### config.mk
export PLATFORM = sky130hd
export DESIGN_NAME = wb_arbiter
export DESIGN_NICKNAME = d
export VERILOG_FILES = /design/src/rtl/wb_arbiter_pkg.sv /design/src/rtl/wb_fifo.sv /design/src/rtl/wb_arbiter.sv
export SDC_FILE = /design/constraint.sdc
export NUM_CORES = 1
export LEC_CHECK = 0
export ABC_CLOCK_PERIOD_IN_PS = 5700
export BUFFER_PORTS_ARGS = -buffer_cell sky130_fd_sc_hd__buf_2
export CAP_MARGIN = 20
export CORE_ASPECT_RATIO = 1.75
export CORE_UTILIZATION = 50
export CTS_CLUSTER_SIZE = 14
export DETAILED_ROUTE_END_ITERATION = 16
export GPL_TIMING_DRIVEN = 0
export PLACE_DENSITY = 0.71
export SYNTH_ARGS = -nofsm -noshare
export SYNTH_HDL_FRONTEND = slang
export SYNTH_SLANG_ARGS = --single-unit
### constraint.sdc
create_clock -name i_clk -period 5.7 [get_ports i_clk]
set_input_delay 1.14 -clock i_clk [delete_from_list [all_inputs] [get_ports i_clk]]
set_output_delay 1.14 -clock i_clk [all_outputs]
set_load 0.05 [all_outputs]
### src/rtl/wb_arbiter_pkg.sv
// Shared writeback constants: module count, write ports, FIFO depth,
// the rd=0 "no write" tag, and a mod-5 wrap helper for the RR scan.
package wb_arbiter_pkg;

  localparam int NUM_MOD    = 5;
  localparam int NUM_WR     = 2;
  localparam int FIFO_DEPTH = 2;
  localparam int RD_NONE    = 0;

  typedef logic [2:0] mod_idx_t;

  // v is at most 2*(NUM_MOD-1), so a single subtract wraps it.
  function automatic mod_idx_t mod_wrap(input logic [3:0] v);
    if (v >= 4'(NUM_MOD)) return mod_idx_t'(v - 4'(NUM_MOD));
    return mod_idx_t'(v);
  endfunction

endpackage

### src/rtl/wb_fifo.sv
// Two-entry result FIFO for one execution module.
// Ports: i_push/i_pop/i_din in; o_full/o_empty/o_head out; i_flush empties.
module wb_fifo
  import wb_arbiter_pkg::*;
#(
  parameter int W = 37
) (
  input  logic         i_clk,
  input  logic         i_rst,
  input  logic         i_flush,
  input  logic         i_push,
  input  logic         i_pop,
  input  logic [W-1:0] i_din,
  output logic         o_full,
  output logic         o_empty,
  output logic [W-1:0] o_head
);

  logic [W-1:0] mem_q [FIFO_DEPTH];
  logic         rp_q, rp_d;
  logic [1:0]   cnt_q, cnt_d;
  logic         do_push, do_pop, wp;

  assign o_full  = (cnt_q == 2'(FIFO_DEPTH));
  assign o_empty = (cnt_q == 2'd0);
  assign o_head  = mem_q[rp_q];

  assign do_push = i_push & ~o_full & ~i_flush;
  assign do_pop  = i_pop & ~o_empty;
  // Write slot is rp+cnt mod 2; never used when full.
  assign wp      = rp_q ^ cnt_q[0];

  always_comb begin
    cnt_d = cnt_q + 2'(do_push) - 2'(do_pop);
    rp_d  = rp_q ^ do_pop;
    if (i_flush) begin
      cnt_d = '0;
      rp_d  = 1'b0;
    end
  end

  always_ff @(posedge i_clk or posedge i_rst) begin
    if (i_rst) begin
      cnt_q <= '0;
      rp_q  <= 1'b0;
    end else begin
      cnt_q <= cnt_d;
      rp_q  <= rp_d;
    end
  end

  always_ff @(posedge i_clk) begin
    if (do_push) mem_q[wp] <= i_din;
  end

endmodule

### src/rtl/wb_arbiter.sv
// Writeback collector: buffers results from modules 0-4 and grants
// them round-robin onto two register-file write ports; o_bypass = port-0 tag.
module wb_arbiter
  import wb_arbiter_pkg::*;
#(
  parameter int WIDTH     = 32,
  parameter int WIDTH_REG = 5
) (
  input  logic                 i_clk,
  input  logic                 i_rst,
  input  logic                 i_flush,
  input  logic                 i_valid0,
  input  logic                 i_valid1,
  input  logic                 i_valid2,
  input  logic                 i_valid3,
  input  logic                 i_valid4,
  input  logic [WIDTH_REG-1:0] i_rd0,
  input  logic [WIDTH_REG-1:0] i_rd1,
  input  logic [WIDTH_REG-1:0] i_rd2,
  input  logic [WIDTH_REG-1:0] i_rd3,
  input  logic [WIDTH_REG-1:0] i_rd4,
  input  logic [WIDTH-1:0]     i_data0,
  input  logic [WIDTH-1:0]     i_data1,
  input  logic [WIDTH-1:0]     i_data2,
  input  logic [WIDTH-1:0]     i_data3,
  input  logic [WIDTH-1:0]     i_data4,
  output logic                 o_ready0,
  output logic                 o_ready1,
  output logic                 o_ready2,
  output logic                 o_ready3,
  output logic                 o_ready4,
  output logic                 o_we0,
  output logic                 o_we1,
  output logic [WIDTH_REG-1:0] o_waddr0,
  output logic [WIDTH_REG-1:0] o_waddr1,
  output logic [WIDTH-1:0]     o_wdata0,
  output logic [WIDTH-1:0]     o_wdata1,
  output logic [WIDTH_REG-1:0] o_bypass
);

  localparam int EW = WIDTH + WIDTH_REG;

  logic [NUM_MOD-1:0] valid, full, empty, pop;
  logic [EW-1:0]      din  [NUM_MOD];
  logic [EW-1:0]      head [NUM_MOD];

  assign valid   = {i_valid4, i_valid3, i_valid2,
                    i_valid1, i_valid0};
  assign din[0]  = {i_rd0, i_data0};
  assign din[1]  = {i_rd1, i_data1};
  assign din[2]  = {i_rd2, i_data2};
  assign din[3]  = {i_rd3, i_data3};
  assign din[4]  = {i_rd4, i_data4};

  assign o_ready0 = ~full[0];
  assign o_ready1 = ~full[1];
  assign o_ready2 = ~full[2];
  assign o_ready3 = ~full[3];
  assign o_ready4 = ~full[4];

  for (genvar m = 0; m < NUM_MOD; m++) begin : g_fifo
    wb_fifo #(.W(EW)) u_fifo (
      .i_clk  (i_clk),
      .i_rst  (i_rst),
      .i_flush(i_flush),
      .i_push (valid[m]),
      .i_pop  (pop[m]),
      .i_din  (din[m]),
      .o_full (full[m]),
      .o_empty(empty[m]),
      .o_head (head[m])
    );
  end

  mod_idx_t          rr_q, rr_d, idx;
  mod_idx_t          gi [NUM_WR];
  logic [NUM_WR-1:0] gv;

  // First two non-empty FIFOs from rr onward; port 0 fills first.
  always_comb begin
    gv    = '0;
    gi[0] = '0;
    gi[1] = '0;
    idx   = '0;
    pop   = '0;
    for (int i = 0; i < NUM_MOD; i++) begin
      idx = mod_wrap(4'(rr_q) + 4'(i));
      if (!empty[idx]) begin
        if (!gv[0]) begin
          gv[0] = 1'b1;
          gi[0] = idx;
        end else if (!gv[1]) begin
          gv[1] = 1'b1;
          gi[1] = idx;
        end
      end
    end
    for (int k = 0; k < NUM_WR; k++)
      if (gv[k]) pop[gi[k]] = 1'b1;
  end

  always_comb begin
    rr_d = rr_q;
    if (i_flush)    rr_d = '0;
    else if (gv[1]) rr_d = mod_wrap(4'(gi[1]) + 4'd1);
    else if (gv[0]) rr_d = mod_wrap(4'(gi[0]) + 4'd1);
  end

  logic [EW-1:0]        hsel    [NUM_WR];
  logic [NUM_WR-1:0]    we_q, we_d;
  logic [WIDTH_REG-1:0] waddr_q [NUM_WR];
  logic [WIDTH_REG-1:0] waddr_d [NUM_WR];
  logic [WIDTH-1:0]     wdata_q [NUM_WR];
  logic [WIDTH-1:0]     wdata_d [NUM_WR];

  // rd=0 entries are granted and popped but never written.
  always_comb begin
    for (int k = 0; k < NUM_WR; k++) begin
      hsel[k]    = head[gi[k]];
      we_d[k]    = gv[k] & ~i_flush &
                   (hsel[k][EW-1 -: WIDTH_REG] != WIDTH_REG'(RD_NONE));
      waddr_d[k] = waddr_q[k];
      wdata_d[k] = wdata_q[k];
      if (gv[k]) begin
        waddr_d[k] = hsel[k][EW-1 -: WIDTH_REG];
        wdata_d[k] = hsel[k][WIDTH-1:0];
      end
    end
  end

  always_ff @(posedge i_clk or posedge i_rst) begin
    if (i_rst) begin
      rr_q <= '0;
      we_q <= '0;
      for (int k = 0; k < NUM_WR; k++) begin
        waddr_q[k] <= '0;
        wdata_q[k] <= '0;
      end
    end else begin
      rr_q <= rr_d;
      we_q <= we_d;
      for (int k = 0; k < NUM_WR; k++) begin
        waddr_q[k] <= waddr_d[k];
        wdata_q[k] <= wdata_d[k];
      end
    end
  end

  assign o_we0    = we_q[0];
  assign o_we1    = we_q[1];
  assign o_waddr0 = waddr_q[0];
  assign o_waddr1 = waddr_q[1];
  assign o_wdata0 = wdata_q[0];
  assign o_wdata1 = wdata_q[1];
  assign o_bypass = we_q[0] ? waddr_q[0] : '0;

endmodule

* After elaboration in Yosys (flattened, before gate mapping)
Memories as Yosys holds them, arrays and structs flattened. Index checks and enable logic that the tools add are counted. Widths: inputs -> output; s select.
Storage, ports and cells: bits in registers 94, RAM bits 370, bits of input ports 193, logic and storage cells 218, memories 5
Memory list:
- g_fifo[0].u_fifo.mem_q | words 2, bits a word 37, read ports 1, clocked after memory_dff 0, wr ports 1, line wb_fifo.sv:19 | logic [W-1:0] mem_q [FIFO_DEPTH];
- g_fifo[1].u_fifo.mem_q | words 2, bits a word 37, read ports 1, clocked after memory_dff 0, wr ports 1, line wb_fifo.sv:19
- g_fifo[2].u_fifo.mem_q | words 2, bits a word 37, read ports 1, clocked after memory_dff 0, wr ports 1, line wb_fifo.sv:19
- g_fifo[3].u_fifo.mem_q | words 2, bits a word 37, read ports 1, clocked after memory_dff 0, wr ports 1, line wb_fifo.sv:19
- g_fifo[4].u_fifo.mem_q | words 2, bits a word 37, read ports 1, clocked after memory_dff 0, wr ports 1, line wb_fifo.sv:19
Cells by class: $add $sub $neg 23, magnitude comparators 18, eq/ne operators 5, multiplexer cells 98, bitwise logic cells 43, reductions and logical operators 10
Operators with widths (number):
- $bmux 37 s3 | 2
- $mux 37 | 4
- $mux 3 | 29
- $mux 1 | 39
- $mux 6 | 5
- $lt 3x4->1 const B | 7
- $ge 4x3->1 const B | 6
- $sub 3x3->3 const B | 7
- $and 1x1->1 | 19
- $mux 2 | 9
- $bmux 1 s3 | 5
- $mux 5 | 3
- $add 3x1->4 const B | 3
- $not 1->1 | 11
- $add 2x1->2 | 5
- $eq 2x2->1 const B | 5
- $logic_not 2->1 | 5
- $reduce_bool 5->1 | 2
- $sub 2x1->2 | 5
- $xor 1x1->1 | 10
- $add 3x2->4 const B | 2
- $ge 4x4->1 const B | 2
- $not 3->4 | 2
- $demux 1 s3 | 2
- other kinds (6) | 8

* Logic depth before layout (Yosys ltp)
Gate-level depths: netlist (run 1).
depth after elaboration 28, depth in mapped cells 26, depth with buffers taken out 22

* Modules after synthesis
Synthesis (run 1) repeated with hierarchy kept, for this count alone.
Unflattened totals: cells, all modules 1663, area total of the unflattened synthesis 22358.9 µm²
By module, submodules not included:
- wb_fifo | times used 5, cells an instance 140, area each 2917.8 µm², seq. area each 2297.2 µm²
- wb_arbiter | times used 1, cells an instance 963, area each 7770.0 µm², seq. area each 1976.9 µm²

* Least setup slack after synthesis (run 1)
No wires, ideal clock.
path type flip-flop to flip-flop, start point register rr_q[1], end point register g_fifo[3].u_fifo.cnt_q[1], setup time 0.132 ns, arrival 4.789 ns, path slack 0.779 ns, stages on the path, launching flop included 25, period minus slack after synthesis 4.921 ns, path through dfrtp_1 inv_1 ha_1 ha_1 clkbuf_1 a2111oi_0 or2_1 buf_2 mux2_2 nand3_1 nand3_1 a211o_1 mux2_4 buf_6 inv_6 buf_4 buf_2 nand3_1 o21ai_1 ha_1 inv_1 ha_1 xor2_1 xnor2_1 nor2_1
On the way: cells in the longest elaborated chain, start to end 26
RTL lines:
- from (decl) | line wb_arbiter.sv:75 | mod_idx_t rr_q, rr_d, idx;
- from (signal assigned) | line wb_arbiter.sv:140 | rr_q <= rr_d;
- parallel branches: the longest is 22 deep, another holds $add 3x1->4
- $mux 5 (*) | line wb_arbiter.sv:99 | if (gv[k]) pop[gi[k]] = 1'b1;
- $and 1x1->1 (*) | line wb_fifo.sv:29 | assign do_pop = i_pop & ~o_empty;
- $sub 2x1->2 (*) | line wb_fifo.sv:34 | cnt_d = cnt_q + 2'(do_push) - 2'(do_pop);
- $mux 2 (*) | line wb_fifo.sv:36 | if (i_flush) begin
- net g_fifo[3].u_fifo.cnt_d[1] | line wb_fifo.sv:21 | logic [1:0] cnt_q, cnt_d;
- to (signal assigned) | line wb_fifo.sv:47 | cnt_q <= cnt_d;
- to (decl) | line wb_fifo.sv:21
Mark *: on every way through the listed nets, which the timed path passes. The select of a mux whose other input is x is not followed. A chain may end at the register's enable or synchronous reset.

* Worst setup path in the final report (run 1)
start point register rr_q[1], end point register rr_q[1]
On the way: cells in the longest elaborated chain, start to end 25
RTL lines:
- parallel branches: the longest is 25 deep, another holds $add 3x1->4
Several ways; the timed one is not identified. The select of a mux whose other input is x is not followed.

==> results of run 1 <==
-- routing by layer --
layer	track usage (%)	routed length (µm)
met5	0	0
met4	37.01	9586
met3	3.798	3670
met2	68.13	43150
met1	34.29	24780
-- cell type report --
| type | count | area, µm² |
|---|---|---|
| Timing Repair Buffer | 293 | 1657 |
| Antenna cell | 2 | 5.005 |
| Multi-Input combinational cell | 1013 | 7906 |
| Fill cell | 3447 | 16980 |
| Tap cell | 561 | 701.9 |
| Clock buffer | 63 | 1214 |
| Sequential cell | 464 | 13470 |
| Clock inverter | 12 | 93.84 |
| Buffer | 100 | 496.7 |
| Inverter | 36 | 142.6 |
-- sequential cells by signal (all words and copies together), names as in the netlist --
register / count
we_q: 2
o_waddr1: 5
o_wdata1: 32
rr_q: 3
o_wdata0: 32
g_fifo.u_fifo.mem_q: 370
g_fifo.u_fifo.rp_q: 5
g_fifo.u_fifo.cnt_q: 10
o_waddr0: 5
-- worst min path at each step --
stage	end	slack, ps	cells past startpoint
2_1_floorplan	g_fifo[1].u_fifo.cnt_q[1]$_DFF_PP0_	550	2
3_3_place_gp	o_wdata0[6]$_DFFE_PP0N_	460	2
3_5_place_dp	o_wdata1[6]$_DFFE_PP0N_	470	1
4_1_cts	o_wdata1[6]$_DFFE_PP0N_	480	1
5_1_grt	o_wdata1[6]$_DFFE_PP0N_	490	1
6_report	o_wdata1[6]$_DFFE_PP0N_	490	1
-- cells by family (layout without fill, tap and decap cells) --
kind of cell,count (synthesis),count (layout),share of synthesized area [%]
flip-flops,464,464,62.13
AO/OA/AOI/OAI,329,329,10.80
multiplexers,324,324,15.21
AND/OR/NAND/NOR,311,311,6.634
buffers and inverters,139,504,2.812
XOR/XNOR,25,25,1.010
adder cells (fa/ha/maj),24,24,1.409
other,0,2,0
-- cells in the final DEF, fill, tap and decap left out, drive strengths merged, types with 29 or more instances in the layout --
cell type / count
nand3: 34
buf: 341
inv: 36
nand2: 91
edfxtp: 370
nor3: 35
nor2: 88
mux2i: 294
mux2: 29
a21oi: 61
clkbuf: 115
dfrtp: 94
o21ai: 61
-- critical path, delay by kind of cell, from the launching register on --
kind | cells | cell delay (ps)
compound gates | 7 | 2130
mux | 2 | 610
buf+inv | 5 | 1100
fa+ha+maj | 2 | 620
flops | 1 | 420
simple gates | 3 | 570
-- repair_timing --
item	4_1_cts	5_1_grt
endpoints found under the setup margin	87	19
buffers inserted	2	2
gates resized for setup	43	35
pin swaps	1	3
-- stage by stage --
| step | cells | setup TNS [ps] | instance area (µm²) | hold WS, ps | setup WS [ps] |
|---|---|---|---|---|---|
| 5_1_grt | 2543 | -55.60 | 25680 | 487.8 | -39.88 |
| 6_report | 2544 | 0 | 25680 | 486.0 | 110.5 |
| 3_5_place_dp | 2466 | -26070 | 24080 | 468.6 | -1102 |
| 3_3_place_gp | 2455 | -41810 | 23760 | 459.7 | -1100 |
| 4_1_cts | 2542 | 0 | 25560 | 483.7 | 22.65 |
| 2_1_floorplan | 1616 | 0 | 21670 | 551.4 | 778.9 |
==> results.tsv, run 1 <==
metric	value	unit
status	complete, no violations	
cts_sinks	464	
rsz0062_at_grt	yes	
slew_headroom	24.57	%
fin_crit	5589	ps
insertion_delay	560	ps
final_core_util	60.19	%
synthTopCellsByCount	370 x edfxtp_1, 294 x mux2i_1, 94 x dfrtp_1, 91 x nand2_1, 88 x nor2_1	
hold_path.startpoint	o_wdata1[6]$_DFFE_PP0N_	
syn-cell-area	21670	µm²
drt_iter0_drc	1185	
timing.rr.start	rr_q[1]$_DFFE_PP0P_	
setup-violations-final	0	
grt.total_usage	36.82	%
synthArstFlopShare	20.26	%
cp_slowest_cell	o311ai_2	
io_buffers	278	
avgSynthCellArea	13.41	µm²
synth_top_area_share	51.27	%
die_area	44210	µm²
area_growth_syn_to_layout	18.52	%
syn_nets	1832	
clk_pin_slew_worst_paths	70	ps
slowest_delay	580	ps
synth.most_common_cell	edfxtp_1	
num-nets-final	2166	
worstSetupEndpoint	rr_q[1]$_DFFE_PP0P_	
drive_above_1_share	24.79	%
antenna_found_initial	1	
synthTopCellsByArea	edfxtp_1 51%, mux2i_1 14%, dfrtp_1 11%, nand2_1 1.6%, nor2_1 1.5%	
die_x	159.4	µm
ys_seq_area_share	62.13	%
h-tree-depth	2	
max-clock-path-buffers	3	
clock_tree.root_cell	clkbuf_16	
grt.overflow.total	0	
routed_wl	81.18	mm
grt_pass1_wl	113.3	mm
drc	0	
r2r-end	rr_q[1]$_DFFE_PP0P_	
yosysTopAreaCell	edfxtp_1	
yosysUniqueCellTypes	80	
grt_max_degree	55	
drt-pass1-iter-count	5	
post-route-period-util	98.06	%
core-area	42670	µm²
crit_required	6150	ps
clock.fmax	178.9	MHz
critPathLaunchType	flop	
grt_pass1_vias	16480	
postCtsHoldBufs	0	
crit_path_end_kind	flop	
tritoncts	built	
place_congestion	0.9982	
hold_viol_final	0	
drv_slew	0	
max-cap-violations	0	
dp_hpwl	63.15	mm
tightest_slew	1131	ps
path_class	reg2reg	
yosys_warnings	0	
rows	100	
critPathLaunch	rr_q[1]$_DFFE_PP0P_	
pin_count	279	
fin_skew	15.31	ps
initial_core_util	50.79	%
worstPathCellList	inv_1 > ha_1 > a221oi_4 > nand2_1 > o311ai_2 > a21bo_1 > buf_6 > nor3_4 > a2bb2oi_1 > a211o_1 > mux2_4 > buf_6 > clkbuf_4 > clkbuf_2 > ha_1 > nand3_1 > a21oi_1 > mux2_2 > a31oi_1	
wl_per_cell	31.91	µm
die_h	277.4	µm
cts_buffers	42	
post_drt_via_cell_ratio	6.250	
reg2reg_depth	19	
synth-edff-count	370	
ant_nets	0	
min_path_type	reg2reg	
synth_cells	1616	
critPathMaxFanout	10	
synth_seq_cells	464	
synth_ff_type	edfxtp_1	
regToRegSetupSlack	110	ps
cp.arrival	6040	ps
dr_total_vias	15900	
Power of run 1 is left out: the tool's default activity adds up to more than one toggle a clock period on the data nets, which glitch-free logic cannot reach.
==> run 2, diff against run 1 <==
--- a/config.mk
+++ b/config.mk
@@ -9,11 +9,12 @@
 export BUFFER_PORTS_ARGS = -buffer_cell sky130_fd_sc_hd__buf_2
 export CAP_MARGIN = 20
 export CORE_ASPECT_RATIO = 1.75
-export CORE_UTILIZATION = 50
+export CORE_MARGIN = 2
+export CORE_UTILIZATION = 30
 export CTS_CLUSTER_SIZE = 14
 export DETAILED_ROUTE_END_ITERATION = 16
 export GPL_TIMING_DRIVEN = 0
-export PLACE_DENSITY = 0.71
+export PLACE_DENSITY = 0.47
 export SYNTH_ARGS = -nofsm -noshare
 export SYNTH_HDL_FRONTEND = slang
 export SYNTH_SLANG_ARGS = --single-unit
==> results.tsv, run 2 (same netlist as run 1, synthesis figures left out) <==
metric	value	unit	change
status	complete, no violations		
io_buffers	278		unchanged
fin_crit	5526	ps	-63.40 ps
largest_register	g_fifo.u_fifo.mem_q		
drv_slew	0		unchanged
grt.overflow.total	0		unchanged
cts_buffers	45		+7.1%
slew_headroom	19.52	%	-5.0 points
grt_pass1_wl	123.2	mm	+8.8%
min_path_type	reg2reg		
grt_pass1_vias	15980		-3.0%
area_growth_syn_to_layout	20.95	%	
fin_cells	2915		+15%
pin_count	279		unchanged
wl_per_cell	30.57	µm	-4.2%
clock_tree.root_cell	clkbuf_16		
initial_core_util	30.21	%	-21 points
antenna_found_initial	5		+4
crit_path_end_kind	flop		
cp.arrival	6040	ps	about the same
regToRegSetupSlack	170	ps	+60 ps
post-route-period-util	96.95	%	-1.1 points
grt_max_degree	52		-5.5%
path_class	reg2reg		
grt.total_usage	23.53	%	-13 points
insertion_delay	590	ps	+30 ps
rows	130		+30%
clk_pin_slew_worst_paths	70	ps	about the same
ant_nets	0		unchanged
critPathLaunch	rr_q[0]$_DFFE_PP0P_		
post_drt_via_cell_ratio	5.285		-15%
postCtsHoldBufs	0		unchanged
crit_required	6220	ps	+70 ps
die_area	74480	µm²	+68%
cts_sinks	464		unchanged
timing.rr.start	rr_q[0]$_DFFE_PP0P_		
num-nets-final	2171		+0.23%
layout_common_cells	370 x edfxtp_1, 301 x buf_2, 293 x mux2i_1		
reg2reg_depth	20		+1
die_h	359.5	µm	+30%
largest_reg_flops	370		unchanged
setup-violations-final	0		unchanged
tightest_slew	1207	ps	+75.73 ps
tritoncts	built		
clock.fmax	181.0	MHz	+1.1%
dr_total_vias	15410		-3.1%
h-tree-depth	2		unchanged
n_antenna_cell	0		-2
fin_skew	22.21	ps	+6.895 ps
max-clock-path-buffers	3		unchanged
final_common_cell	edfxtp_1		
routed_wl	89.12	mm	+9.8%
rsz0062_at_grt	no		
fin_ws	173.9	ps	+63.40 ps
hold_viol_final	0		unchanged
die_x	207.2	µm	+30%
dp.cells	2830		+15%
dp_hpwl	71.13	mm	+13%
place_ws	-894.4	ps	+207.6 ps
drive_above_1_share	24.71	%	-0.074 points
core-area	71730	µm²	+68%
drc	0		unchanged
drt_iter0_drc	976		-18%
critPathMaxFanout	15		+5
r2r-end	o_wdata1[10]$_DFFE_PP0N_		
worstSetupEndpoint	o_wdata1[10]$_DFFE_PP0N_		
max-cap-violations	0		unchanged
critPathLaunchType	flop		
drt-pass1-iter-count	5		unchanged
place_congestion	0.9150		-8.3%
==> run 2: how the worst min path moves through the flow <==
stage	from	end	slack, ps	cells past startpoint
2_1_floorplan	g_fifo[1].u_fifo.cnt_q[1]$_DFF_PP0_	g_fifo[1].u_fifo.cnt_q[1]$_DFF_PP0_	550	2
3_3_place_gp	o_wdata1[29]$_DFFE_PP0N_	o_wdata1[29]$_DFFE_PP0N_	460	2
3_5_place_dp	o_wdata1[6]$_DFFE_PP0N_	o_wdata1[6]$_DFFE_PP0N_	470	1
4_1_cts	o_wdata1[6]$_DFFE_PP0N_	o_wdata1[6]$_DFFE_PP0N_	480	1
5_1_grt	o_wdata1[6]$_DFFE_PP0N_	o_wdata1[6]$_DFFE_PP0N_	510	1
6_report	o_wdata1[6]$_DFFE_PP0N_	o_wdata1[6]$_DFFE_PP0N_	490	1
==> run 2: layer usage <==
metal	track usage (%)	up-vias	share of wire [%]
met5	0	-	0.068
met4	15.36	10	8.0
met3	3.742	205	4.7
met2	44.04	604	53
met1	23.97	7695	34
li1	-	6893	-
==> run 2: layout make-up <==
class | instances | area, µm²
repair buffers | 295 | 1668
clock inverters | 22 | 172.7
fillers | 7010 | 45520
well taps | 924 | 1156
plain buffers | 100 | 503.0
clock buffers | 61 | 1239
flip-flops and latches | 464 | 13470
multi-input cells | 1013 | 7860
inverters | 36 | 145.1
==> run 2: worst max-delay path, stage by stage, from the launching register on <==
cell	delay, ps
dfrtp_2	450
buf_6	170
inv_2	130
ha_1	200
inv_1	60
fa_2	400
or4_1	540
a21oi_4	210
o32ai_4	160
buf_4	190
nor3_4	260
a2bb2oi_1	130
a211o_1	320
mux2_4	310
buf_6	160
inv_8	160
buf_4	320
mux2i_1	670
mux2i_1	170
o221ai_1	250
o21a_1	150
==> run 2: metrics by stage <==
step | hold slack [ps] | TNS, ps | util, % | instance area (µm²)
3_5_place_dp | 466.6 | -14860 | 34.20 | 24530
3_3_place_gp | 464.0 | -68590 | 33.76 | 24220
6_report | 486.9 | 0 | 36.54 | 26210
2_1_floorplan | 551.4 | 0 | - | 21670
4_1_cts | 481.2 | 0 | 36.30 | 26040
5_1_grt | 507.9 | 0 | 36.54 | 26210
==> run 2: what timing repair did <==
action                                  4_1_cts  5_1_grt
pin swaps                                     1        3
buffers inserted                              3        2
endpoints found under the setup margin       77       32
gates resized for setup                      28       42
cloned                                        0        0
Power of run 2 is left out for the same reason.
==> run 3, diff against run 2 <==
--- a/config.mk
+++ b/config.mk
@@ -10,11 +10,11 @@
 export CAP_MARGIN = 20
 export CORE_ASPECT_RATIO = 1.75
 export CORE_MARGIN = 2
-export CORE_UTILIZATION = 30
+export CORE_UTILIZATION = 50
 export CTS_CLUSTER_SIZE = 14
 export DETAILED_ROUTE_END_ITERATION = 16
 export GPL_TIMING_DRIVEN = 0
-export PLACE_DENSITY = 0.47
+export PLACE_DENSITY = 0.71
 export SYNTH_ARGS = -nofsm -noshare
 export SYNTH_HDL_FRONTEND = slang
 export SYNTH_SLANG_ARGS = --single-unit
==> results.tsv, run 3 (same netlist as run 1, synthesis figures left out) <==
metric	value	unit	change
initial_core_util	50.79	%	+21 points
path_class	reg2reg		
regToRegSetupSlack	100	ps	-80 ps
hold_depth	1		unchanged
postCtsHoldBufs	0		unchanged
crit_required	6160	ps	-60 ps
critPathMaxFanout	10		-5
status	complete, no violations		
drt_iter0_drc	1288		+32%
cts_buffers	42		-6.7%
slew_headroom	23.32	%	+3.8 points
die_area	45090	µm²	-39%
die_h	279.4	µm	-22%
insertion_delay	570	ps	-20 ps
grt_pass1_wl	116.1	mm	-5.8%
cts_sinks	464		unchanged
reg2reg_depth	19		-5.0%
rsz0062_at_grt	yes		
largest_reg_flops	370		unchanged
dp_hpwl	65.70	mm	-7.6%
drive_above_1_share	25.24	%	+0.53 points
drt-pass1-iter-count	7		+2
antenna_found_initial	2		-3
routed_wl	83.89	mm	-5.9%
tritoncts	built		
post-route-period-util	98.28	%	+1.3 points
critPathLaunchType	flop		
wl_per_cell	32.83	µm	+7.4%
fill_cells	3450		-51%
h-tree-depth	2		unchanged
clk_pin_slew_worst_paths	70	ps	about the same
drv_slew	0		unchanged
setup-violations-final	0		unchanged
rows	100		-23%
fin_crit	5602	ps	+76.08 ps
max-cap-violations	0		unchanged
final_cell_area	25820	µm²	-1.5%
fin_skew	29.37	ps	+7.169 ps
dpl_cell_area	24090	µm²	-1.8%
core-area	42670	µm²	-41%
grt_pass1_vias	16420		+2.7%
post_drt_via_cell_ratio	6.245		+18%
max-clock-path-buffers	3		unchanged
clock.fmax	178.5	MHz	-1.4%
layout_common_cells	370 x edfxtp_1, 304 x buf_2, 292 x mux2i_1		
drc	0		unchanged
tightest_slew	1150	ps	-56.99 ps
grt_max_degree	52		unchanged
largest_register	g_fifo.u_fifo.mem_q		
place_congestion	0.9761		+6.7%
grt.overflow.total	0		unchanged
crit_path_end_kind	flop		
cp.arrival	6060	ps	+20 ps
final_common_cell	edfxtp_1		
num-nets-final	2176		+0.23%
io_buffers	278		unchanged
hold_viol_final	0		unchanged
area_growth_syn_to_layout	19.14	%	
clock_tree.root_cell	clkbuf_16		
ant_nets	0		unchanged
die_x	161.4	µm	-22%
min_path_type	reg2reg		
dr_total_vias	15960		+3.6%
pin_count	279		unchanged
grt.total_usage	37.10	%	+14 points
==> run 3: final cells by class <==
| class | count | area, µm² | share of cell area [%] |
|---|---|---|---|
| Timing Repair Buffer | 302 | 1730 | 6.703 |
| Inverter | 36 | 145.1 | 0.5622 |
| Buffer | 101 | 526.8 | 2.040 |
| Sequential cell | 464 | 13470 | 52.16 |
| Clock buffer | 65 | 1187 | 4.599 |
| Tap cell | 561 | 701.9 | 2.719 |
| Clock inverter | 12 | 113.9 | 0.4410 |
| Multi-Input combinational cell | 1013 | 7941 | 30.76 |
| Antenna cell | 1 | 2.502 | 0.009693 |
==> run 3: layer usage <==
metal  wire length [µm]  vias to the layer above  track usage, %  part of all wire (%)
met5                  0                        -               0                     0
met4              10260                        0           36.03                    12
met3               4502                      333           5.241                   5.4
met2              44210                      844           67.76                    53
met1              24920                     7873           34.44                    30
li1                   -                     6905               -                     -
==> run 3: stage by stage <==
| stage | utilization [%] | setup TNS [ps] | cells | hold WS [ps] | worst slack [ps] |
|---|---|---|---|---|---|
| after floorplan | - | 0 | 1616 | 551.4 | 778.9 |
| after global placement | 55.69 | -75760 | 2455 | 459.2 | -1227 |
| after detailed placement | 56.46 | -30830 | 2469 | 466.4 | -1167 |
| after CTS | 60.00 | -154.2 | 2547 | 480.5 | -76.38 |
| after global routing | 60.51 | -293.9 | 2555 | 508.9 | -90.31 |
| final | 60.51 | 0 | 2555 | 477.8 | 97.84 |
==> run 3: worst paths after layout <==
| kind | start | to |
|---|---|---|
| max | rr_q[1]$_DFFE_PP0P_ | rr_q[1]$_DFFE_PP0P_ |
| min | o_wdata1[6]$_DFFE_PP0N_ | o_wdata1[6]$_DFFE_PP0N_ |
| max reg2reg | rr_q[1]$_DFFE_PP0P_ | rr_q[1]$_DFFE_PP0P_ |
| min reg2reg | o_wdata1[6]$_DFFE_PP0N_ | o_wdata1[6]$_DFFE_PP0N_ |
| max in group asynchronous | i_rst | o_wdata0[7]$_DFFE_PP0N_ |
| min in group asynchronous | i_rst | g_fifo[4].u_fifo.cnt_q[0]$_DFF_PP0_ |
==> run 3: timing repair <==
| item | CTS | global route |
|---|---|---|
| setup buffers | 3 | 5 |
| pin swaps | 2 | 6 |
| hold endpoints to repair | 0 | 0 |
| resized for setup | 45 | 51 |
| endpoints found under the setup margin | 90 | 30 |
| gates cloned | 0 | 0 |
==> run 3: critical path, cell delays in order (launching register included) <==
cell and delay, ps:
dfrtp_2 430, inv_1 160, ha_1 330, a221oi_4 450
nand2_1 230, o311ai_2 600, a21bo_1 290, buf_6 150
nor3_4 240, a2bb2oi_1 130, a211o_1 330, mux2_4 210
buf_6 180, clkbuf_4 320, buf_2 350, ha_1 270
nand3_1 90, a21oi_1 160, mux2_2 380, a31oi_1 170
Power of run 3 is left out for the same reason.
